**config.mk**
```make
export PLATFORM = sky130hd
export DESIGN_NAME = mcpu_bus_arbiter
export DESIGN_NICKNAME = d
export VERILOG_FILES = /design/src/rtl/mcpu_bus_arbiter.sv
export SDC_FILE = /design/constraint.sdc
export NUM_CORES = 1
export LEC_CHECK = 0
export ABC_CLOCK_PERIOD_IN_PS = 1380
export BUFFER_PORTS_ARGS = -buffer_cell sky130_fd_sc_hd__buf_2
export CORE_UTILIZATION = 42
export CTS_CLUSTER_DIAMETER = 60
export DETAILED_ROUTE_END_ITERATION = 10
export HOLD_SLACK_MARGIN = 0.02
export PLACE_DENSITY = 0.76
export SLEW_MARGIN = 20
export SYNTH_ARGS = -nofsm -noshare
export SYNTH_HDL_FRONTEND = slang
export SYNTH_SLANG_ARGS = --single-unit
```
**constraint.sdc**
```tcl
create_clock -name clk -period 1.38 [get_ports clk]
set_clock_uncertainty 0.15 [all_clocks]
set_input_delay 0.069 -clock clk [delete_from_list [all_inputs] [get_ports clk]]
set_output_delay 0.069 -clock clk [all_outputs]
set_load 0.01 [all_outputs]
```
**src/rtl/mcpu_bus_arbiter.sv**
```systemverilog
// Shares the MCPU external memory bus between the CPU core and the loader port.
// Build option ARB_ROUND_ROBIN_EN: contended grants alternate; otherwise the loader has fixed priority.
module mcpu_bus_arbiter #(
  parameter int AW          = 6,
  parameter int DW          = 8,
  parameter int WAIT_STATES = 1
) (
  input  logic          clk,
  input  logic          rst_n,
  input  logic          cpu_req,
  input  logic          cpu_we,
  input  logic [AW-1:0] cpu_addr,
  input  logic [DW-1:0] cpu_wdata,
  output logic [DW-1:0] cpu_rdata,
  output logic          cpu_ack,
  input  logic          ldr_req,
  input  logic          ldr_we,
  input  logic [AW-1:0] ldr_addr,
  input  logic [DW-1:0] ldr_wdata,
  output logic [DW-1:0] ldr_rdata,
  output logic          ldr_ack,
  output logic [AW-1:0] mem_addr,
  output logic [DW-1:0] mem_wdata,
  input  logic [DW-1:0] mem_rdata,
  output logic          mem_oe,
  output logic          mem_we,
  output logic          mem_drive,
  output logic          owner,
  output logic [1:0]    dbg_state
);

  // Handshake: a requester raises req with we/addr/wdata stable; fields are
  // sampled only in IDLE, and ack pulses for exactly the RECOVER cycle of
  // that requester's transaction. A req still high in IDLE is a new request.
  typedef enum logic [1:0] {
    S_IDLE    = 2'd0,
    S_ACCESS  = 2'd1,
    S_RECOVER = 2'd2
  } state_t;

  localparam logic [2:0] WS = 3'(WAIT_STATES);

  state_t        r_state;
  logic [2:0]    r_cnt;
  logic          r_owner;
  logic          r_we;
  logic [AW-1:0] r_addr;
  logic [DW-1:0] r_wdata;
  logic [DW-1:0] r_cpu_rdata;
  logic [DW-1:0] r_ldr_rdata;
  logic          r_cpu_ack;
  logic          r_ldr_ack;
  logic          r_oe;
  logic          r_mwe;
  logic          r_drive;

  logic          w_any_req;
  logic          w_grant_ldr;
  logic          w_sel_we;
  logic [AW-1:0] w_sel_addr;
  logic [DW-1:0] w_sel_wdata;

  assign w_any_req = cpu_req | ldr_req;
`ifdef ARB_ROUND_ROBIN_EN
  // On contention the bus goes to whoever did not own it last.
  assign w_grant_ldr = (cpu_req & ldr_req) ? ~r_owner : ldr_req;
`else
  assign w_grant_ldr = ldr_req;
`endif
  assign w_sel_we    = w_grant_ldr ? ldr_we    : cpu_we;
  assign w_sel_addr  = w_grant_ldr ? ldr_addr  : cpu_addr;
  assign w_sel_wdata = w_grant_ldr ? ldr_wdata : cpu_wdata;

  always_ff @(posedge clk) begin
    if (!rst_n) begin
      r_state     <= S_IDLE;
      r_cnt       <= 3'd0;
      r_owner     <= 1'b0;
      r_we        <= 1'b0;
      r_addr      <= '0;
      r_wdata     <= '0;
      r_cpu_rdata <= '0;
      r_ldr_rdata <= '0;
      r_cpu_ack   <= 1'b0;
      r_ldr_ack   <= 1'b0;
      r_oe        <= 1'b0;
      r_mwe       <= 1'b0;
      r_drive     <= 1'b0;
    end else begin
      r_cpu_ack <= 1'b0;
      r_ldr_ack <= 1'b0;
      case (r_state)
        S_IDLE: begin
          if (w_any_req) begin
            r_owner <= w_grant_ldr;
            r_we    <= w_sel_we;
            r_addr  <= w_sel_addr;
            r_wdata <= w_sel_wdata;
            r_cnt   <= WS;
            r_oe    <= ~w_sel_we;
            r_mwe   <= w_sel_we;
            r_drive <= w_sel_we;
            r_state <= S_ACCESS;
          end
        end
        S_ACCESS: begin
          if (r_cnt == 3'd0) begin
            if (!r_we) begin
              if (r_owner) r_ldr_rdata <= mem_rdata;
              else         r_cpu_rdata <= mem_rdata;
            end
            // Strobes drop here so RECOVER is a clean turnaround cycle.
            r_oe      <= 1'b0;
            r_mwe     <= 1'b0;
            r_drive   <= 1'b0;
            r_cpu_ack <= ~r_owner;
            r_ldr_ack <= r_owner;
            r_state   <= S_RECOVER;
          end else begin
            r_cnt <= r_cnt - 3'd1;
          end
        end
        S_RECOVER: r_state <= S_IDLE;
        default:   r_state <= S_IDLE;
      endcase
    end
  end

  assign cpu_rdata = r_cpu_rdata;
  assign ldr_rdata = r_ldr_rdata;
  assign cpu_ack   = r_cpu_ack;
  assign ldr_ack   = r_ldr_ack;
  assign mem_addr  = r_addr;
  assign mem_wdata = r_wdata;
  assign mem_oe    = r_oe;
  assign mem_we    = r_mwe;
  assign mem_drive = r_drive;
  assign owner     = r_owner;
  assign dbg_state = r_state;

endmodule

```
==> flow_summary_export.csv, run 1 <==
group,metric,value,unit
status,status,"complete, but fails checks",
status,violations,"setup timing",
placement,place.port_buffers,79,
route,detailedRoute.firstPassIterationCount,4,
clock_tree,clock_sink_count,41,
logic_synthesis,post_synthesis_async_set_or_reset_flop_share,0,%
setup_path,critical_path_peak_fanout,8,
cells_and_area,antenna_cells,0,
cells_and_area,fin_area,2860,µm²
logic_synthesis,ys_warn_count,0,
hold_path,hold_class,"in -> reg",
logic_synthesis,postSynthNetCount,223,
logic_synthesis,yosys_register_bits,41,
logic_synthesis,synth_area,1770,µm²
setup_path,worst_ep_required_time,1.41,ns
power,power.static_leakage,1.46,nW
floorplanning,ioPinCount,80,
setup_path,critical_path.startpoint,"r_cnt[0]$_SDFFE_PN0P_",
power,switching_power,0.895,mW
setup_path,critical_path_launch_point_type,"flop",
route,drt-initial-drc-count,94,
global_routing,global_route_total_usage_across_every_layer,24.1,%
setup_path,r2r-start,"r_cnt[0]$_SDFFE_PN0P_",
power,netSwitchingFraction,26.7,%
floorplanning,core,4030,µm²
clock_tree,clock_tree.htree_level_count,2,
power,ir_worst_vdd,0.000682,V
power,p_comb_share,25.3,%
floorplanning,fp-row-count,23,
logic_synthesis,area_leader_netlist,"dfxtp_1",
timing,finalCritPeriodShare,109,%
clock_tree,clk_latency,0.29,ns
timing,setup-violations-final,18,
timing,crit_path_time_final,1.50,ns
setup_path,family_with_the_most_delay_on_the_worst_path,"simple AND/OR/NAND/NOR gates",
run,timing.max_cap.violations,0,
clock_tree,clock-root-buffer,"clkbuf_8",
clock_tree,cts_buffer_depth,2,
setup_path,worstSetupEndpointType,"flop",
global_routing,initial_antenna_violation_count,0,
logic_synthesis,syn_inst,179,
cells_and_area,final_cell_utilization_of_the_core,71.1,%
clock_tree,tritoncts,"built",
cells_and_area,fillers,310,
global_routing,wire_length_of_the_first_global_routing_pass,8070,µm
cells_and_area,area_of_the_multi_input_gates,886,µm²
logic_synthesis,netlist-cell-type-count,33,
route,wirelength,4940,µm
route,detailroute.via_count,1780,
logic_synthesis,yosysMostFrequentCell,"dfxtp_1",
cells_and_area,post_route_cells_drive_above_1_share,40.7,%
logic_synthesis,synth_area_leaders,"dfxtp_1 (46%), mux2i_1 (18%), a211oi_1 (5.9%)",
floorplanning,floorplan.initialDensity,43.9,%
placement,place_area,2290,µm²
global_routing,grt.overflow.total,0,
route,antenna_viol_nets_final,0,
setup_path,ws_path_type,"reg -> reg",
timing,setup_repair_after_global_routing_missed_its_margin,"yes",
logic_synthesis,synth-edff-count,0,
placement,dp_hpwl,2910,µm
timing,timing_max_transition_violations_final,0,
logic_synthesis,dominantRegCellSynth,"dfxtp_1",
power,power_frac_seq,40.6,%
timing,worstMarginPinSlew,0.612,ns
logic_synthesis,seq_area_frac_synth,46.5,%
cells_and_area,area.sequential,826,µm²
power,fin_total_pwr,3.35,mW
timing,totalNegativeSetupSlack,-1.47,ns
timing,setup_ws,-0.121,ns
setup_path,ff2ff_setup_slack,-0.12,ns
timing,achievable-frequency,666,MHz
timing,hold_viol,0,
floorplanning,die-area,4470,µm²
clock_tree,clk_pin_slew,0.08,ns
route,drt-wirelength-per-cell,13.8,µm
global_routing,via_count_of_the_first_global_routing_pass,1793,
timing,slew_headroom,59.2,%
power,p_clk_share,34.1,%
logic_synthesis,synth_commonest_cells,"dfxtp_1 (41), mux2i_1 (31), nand2_1 (28)",
global_routing,pin_count_of_the_biggest_net_entering_global_routing,22,
setup_path,path_cells,"inv_2 > ha_4 > and4bb_2 > nand3b_1 > buf_12 > mux2i_1",
setup_path,reg2reg_depth,6,
route,viasPerCell,4.99,
setup_path,worstPathArrival,1.53,ns
logic_synthesis,synthesis.area_per_instance,9.87,µm²
setup_path,cpPeakStageDelay,0.33,ns
cells_and_area,finalNetCount,350,
logic_synthesis,post-synth-top-area-fraction,46.5,%
route,post-route-drc-count,0,
setup_path,worstPathBufferInverterCount,2,
setup_path,cp-endpoint,"ldr_rdata[4]$_SDFFE_PN0P_",
power,power_density,1170,nW/µm²
power,cell_internal_pwr,2.45,mW
setup_path,cp_depth,6,
placement,gp_routability_congestion,0.783,
floorplanning,die_w,66.9,µm
floorplanning,die_h,66.9,µm
setup_path,crit_path_top_delay_cell,"dfxtp_2",
clock_tree,numCtsBuffers,5,
setup_path,r2r-end,"ldr_rdata[4]$_SDFFE_PN0P_",
cells_and_area,area_growth_syn_to_layout,62.1,%
layout by cell type (no fill, tap or decap), types with 4 or more instances in the layout:
cell type / n
a211oi_1: 12
a21oi_1: 17
buf_2: 79
buf_4: 12
buf_6: 4
clkbuf_8: 5
dfxtp_1: 37
dfxtp_2: 4
dlygate4sd3_1: 37
mux2i_1: 31
nand2_1: 28
power groups by stage:
stage,sequential [mW],combinational (mW),clock (mW)
4_1_cts,1.35,0.808,1.15
3_5_place_dp,1.38,0.693,0
3_3_place_gp,1.38,0.674,0
2_1_floorplan,1.43,0.360,0
6_report,1.36,0.846,1.14
5_1_grt,1.37,0.919,1.21
metrics by stage:
stage,hold slack [ns],cells,setup slack [ns]
CTS,0.0230,357,-0.128
global route,0.0456,357,-0.175
floorplan,0.0800,179,-0.0111
global placement,0.196,311,-0.0787
finish,0.0289,357,-0.121
detailed placement,0.200,311,-0.127
metal layers:
| layer | vias to the layer above | GRT usage, % | part of all wire [%] |
|---|---|---|---|
| li1 | 883 | - | - |
| met1 | 828 | 28.6 | 42 |
| met2 | 61 | 42.7 | 53 |
| met3 | 8 | 4.62 | 3.8 |
| met4 | 0 | 8.51 | 1.5 |
| met5 | - | 0 | 0 |
state kept, by name, indices dropped and copies added (netlist names):
signal,flops
cpu_ack,1
cpu_rdata,8
dbg_state,2
ldr_ack,1
ldr_rdata,8
mem_addr,6
mem_drive,1
mem_oe,1
mem_wdata,8
owner,1
r_cnt,3
r_we,1
logic make-up (layout without fill, tap and decap cells):
| family | Yosys count | count (layout) | synth area share [%] |
|---|---|---|---|
| adders and majority gates | 2 | 2 | 1.42 |
| buffers and inverters | 18 | 146 | 6.66 |
| AOI/OAI and AO/OA | 40 | 40 | 14.8 |
| and+or+nand+nor | 47 | 47 | 13.1 |
| DFF | 41 | 41 | 46.5 |
| muxes | 31 | 31 | 17.6 |
worst reg2reg max path, delay by kind of cell (launching register included):
| kind | cells | cell delay (ns) |
|---|---|---|
| fa+ha+maj | 1 | 0.13 |
| buf+inv | 2 | 0.25 |
| flops | 1 | 0.33 |
| mux | 1 | 0.11 |
| simple gates | 2 | 0.42 |
cell type report:
type / count / area share (%)
Tap cell: 50 / 2.18
Multi-Input combinational cell: 120 / 30.9
Inverter: 4 / 0.524
Timing Repair Buffer: 134 / 32.9
Clock inverter: 3 / 2.27
Sequential cell: 41 / 28.8
Clock buffer: 5 / 2.40
worst min-delay path by stage:
stage | start | to | slack (ns) | cells after the start
final | cpu_wdata[5] | mem_wdata[5]$_SDFFE_PN0P_ | 0.03 | 3
after CTS | cpu_we | mem_oe$_SDFFE_PN0P_ | 0.02 | 4
after detailed placement | mem_rdata[2] | cpu_rdata[2]$_SDFFE_PN0P_ | 0.20 | 3
after global placement | mem_rdata[4] | ldr_rdata[4]$_SDFFE_PN0P_ | 0.20 | 3
after floorplan | mem_rdata[0] | cpu_rdata[0]$_SDFFE_PN0P_ | 0.08 | 2
after global routing | cpu_we | mem_oe$_SDFFE_PN0P_ | 0.05 | 4
repair_timing:
| action | CTS | global route |
|---|---|---|
| hold buffers | 37 | 0 |
| pin swaps | 1 | 16 |
| hold endpoints to repair | 35 | 0 |
| gates resized for setup | 7 | 12 |
| setup buffers | 0 | 0 |
| setup endpoints to repair | 25 | 36 |
| cloned | 1 | 0 |
No activity file was read; power rests on OpenSTA's default activity.
==> run 2: changes to the inputs <==
--- a/config.mk
+++ b/config.mk
@@ -9,2 +9,3 @@
 export BUFFER_PORTS_ARGS = -buffer_cell sky130_fd_sc_hd__buf_2
+export CORE_ASPECT_RATIO = 1.1
 export CORE_UTILIZATION = 42
==> constraint.sdc (replaced) <==
create_clock -name clk -period 1.38 [get_ports clk]
set_clock_uncertainty 0.15 [all_clocks]
set_input_delay 0 -clock clk [delete_from_list [all_inputs] [get_ports clk]]
set_output_delay 0 -clock clk [all_outputs]
set_load 0.01 [all_outputs]
==> flow_summary_export.csv, run 2 (same netlist as run 1, synthesis figures left out) <==
group,metric,value,unit
setup_path,worstPathArrival,1.52,ns
hold_path,hold_class,"in -> reg",
cells_and_area,finalNetCount,360,
timing,crit_path_time_final,1.49,ns
route,post-route-drc-count,0,
floorplanning,die_h,70.0,µm
global_routing,via_count_of_the_first_global_routing_pass,1770,
status,status,"complete, but fails checks",
clock_tree,numCtsBuffers,5,
floorplanning,core,3990,µm²
global_routing,wire_length_of_the_first_global_routing_pass,7720,µm
clock_tree,clock-root-buffer,"clkbuf_8",
setup_path,family_with_the_most_delay_on_the_worst_path,"flip-flops",
timing,timing_max_transition_violations_final,0,
route,drt-initial-drc-count,57,
hold_path,hold_path_end,"mem_wdata[2]$_SDFFE_PN0P_",
floorplanning,floorplan.initialDensity,44.2,%
setup_path,ws_path_type,"reg -> reg",
power,power.static_leakage,1.47,nW
setup_path,path_cells,"inv_2 > ha_4 > and4bb_2 > buf_4 > a21oi_1 > a31o_2",
power,power_density,1020,nW/µm²
cells_and_area,antenna_cells,0,
cells_and_area,fin_area,2890,µm²
clock_tree,clk_latency,0.29,ns
floorplanning,ioPinCount,80,
setup_path,ff2ff_setup_slack,-0.11,ns
global_routing,gr_layer_usage_met1,23.6,%
floorplanning,fp-row-count,24,
timing,hold_viol,2,
setup_path,crit_path_top_delay_cell,"dfxtp_2",
timing,setup_repair_after_global_routing_missed_its_margin,"yes",
route,detailroute.via_count,1821,
clock_tree,tritoncts,"built",
route,antenna_viol_nets_final,0,
setup_path,r2r-end,"mem_drive$_SDFFE_PN0P_",
placement,pre_cts_slack,-0.126,ns
global_routing,grt.overflow.total,0,
route,detailedRoute.firstPassIterationCount,4,
setup_path,worstPathBufferInverterCount,2,
global_routing,initial_antenna_violation_count,0,
cells_and_area,mostFrequentLayoutCell,"buf_2",
floorplanning,die_w,63.8,µm
cells_and_area,final_cell_mix,"buf_2 (78), dlygate4sd3_1 (39), dfxtp_1 (37)",
cells_and_area,area_growth_syn_to_layout,63.8,%
timing,achievable-frequency,671,MHz
run,timing.max_cap.violations,0,
clock_tree,clk_pin_slew,0.07,ns
timing,setup_ws,-0.111,ns
cells_and_area,post_route_cells_drive_above_1_share,42.9,%
placement,place_area,2300,µm²
route,drt-wirelength-per-cell,13.7,µm
timing,holdWs,-0.0941,ns
clock_tree,cts_buffer_depth,2,
route,viasPerCell,4.96,
clock_tree,clock_sink_count,41,
placement,place.port_buffers,79,
timing,worstMarginPinSlew,0.307,ns
setup_path,critical_path_peak_fanout,4,
timing,setup-violations-final,19,
timing,finalCritPeriodShare,108,%
placement,dp_hpwl,2970,µm
global_routing,met2_usage,41.1,%
timing,slew_headroom,79.5,%
setup_path,worstSetupEndpointType,"flop",
power,ir_worst_vdd,0.000552,V
setup_path,cpPeakStageDelay,0.33,ns
route,wirelength,5030,µm
setup_path,reg2reg_depth,6,
status,violations,"hold timing, setup timing",
setup_path,critical_path_launch_point_type,"flop",
global_routing,most_heavily_used_metal_layer_in_global_routing,"met2",
global_routing,pin_count_of_the_biggest_net_entering_global_routing,24,
clock_tree,clock_tree.htree_level_count,2,
hold_path,hold_path_startpoint,"ldr_wdata[2]",
setup_path,r2r-start,"r_cnt[1]$_SDFFE_PN0P_",
global_routing,globalRouteMet3Util,7.52,%
floorplanning,die-area,4470,µm²
hold_path,min_path_cells,3,
setup_path,worst_ep_required_time,1.41,ns
global_routing,global_route_total_usage_across_every_layer,22.9,%
placement,gp_routability_congestion,0.770,
## run 2: changes by cell type in the layout (fill, tap and decap cells not counted), moves of 2 or more
cell | before | now
buf_4 | 12 | 22
or2_4 | 1 | 3
dlygate4sd3_1 | 37 | 39
buf_6 | 4 | 2
or2_1 | 2 | 0
bufinv_16 | 2 | 0
## run 2: per-stage QoR
stage,TNS (ns),total power [mW],utilization [%],cells,hold WS (ns)
detailed placement,-1.98,2.08,57.5,314,0.136
floorplan,-0.0886,1.79,-,179,0.0110
global placement,-1.10,2.06,57.5,314,0.129
CTS,-1.31,2.88,70.4,362,0.0738
finish,-1.31,2.96,72.5,367,-0.0941
global route,-2.66,3.11,72.5,367,0.0242
## run 2: metal layers
layer	part of all wire (%)	vias up
met1	40	818
met3	6.4	17
met2	50	81
li1	-	905
met5	0	-
met4	3.7	0
## run 2: power breakdown
| part | total, mW | internal, mW | leakage (nW) | switching (mW) |
|---|---|---|---|---|
| Clock | 0.709 | 0.332 | 0.0399 | 0.377 |
| Sequential | 1.36 | 1.30 | 0.338 | 0.0673 |
| Combinational | 0.888 | 0.472 | 1.10 | 0.416 |
## run 2: worst max-delay path by stage
stage,slack (ns),endpoint,startpoint,depth (start not counted)
2_1_floorplan,-0.01,ldr_rdata[0]$_SDFFE_PN0P_,r_cnt[1]$_SDFFE_PN0P_,6
3_3_place_gp,-0.06,ldr_rdata[5]$_SDFFE_PN0P_,r_cnt[1]$_SDFFE_PN0P_,6
3_5_place_dp,-0.13,ldr_rdata[0]$_SDFFE_PN0P_,r_cnt[1]$_SDFFE_PN0P_,6
4_1_cts,-0.11,ldr_rdata[0]$_SDFFE_PN0P_,r_cnt[1]$_SDFFE_PN0P_,6
5_1_grt,-0.19,ldr_rdata[0]$_SDFFE_PN0P_,r_cnt[0]$_SDFFE_PN0P_,6
6_report,-0.11,mem_drive$_SDFFE_PN0P_,r_cnt[1]$_SDFFE_PN0P_,6
## run 2: cell type report
cell class / count / area (µm²)
clock buffers: 5 / 68.8
fillers: 273 / 1100
inverters: 4 / 18.8
multi-input cells: 120 / 895
well taps: 52 / 65.1
clock inverters: 1 / 5.00
repair buffers: 144 / 1020
flip-flops and latches: 41 / 826
## run 2: tightest hold or removal path, delay by kind of cell
family                 cells  cell delay [ns]
buffers and inverters      1             0.09
AOI/OAI and AO/OA          1             0.08
muxes                      1             0.12
## run 2: repair_timing
item	4_1_cts	5_1_grt
gates cloned	0	1
setup buffers	1	6
hold buffers	41	1
pin swaps	1	2
hold endpoints to repair	39	1
endpoints found under the setup margin	33	37
gates resized for setup	5	15
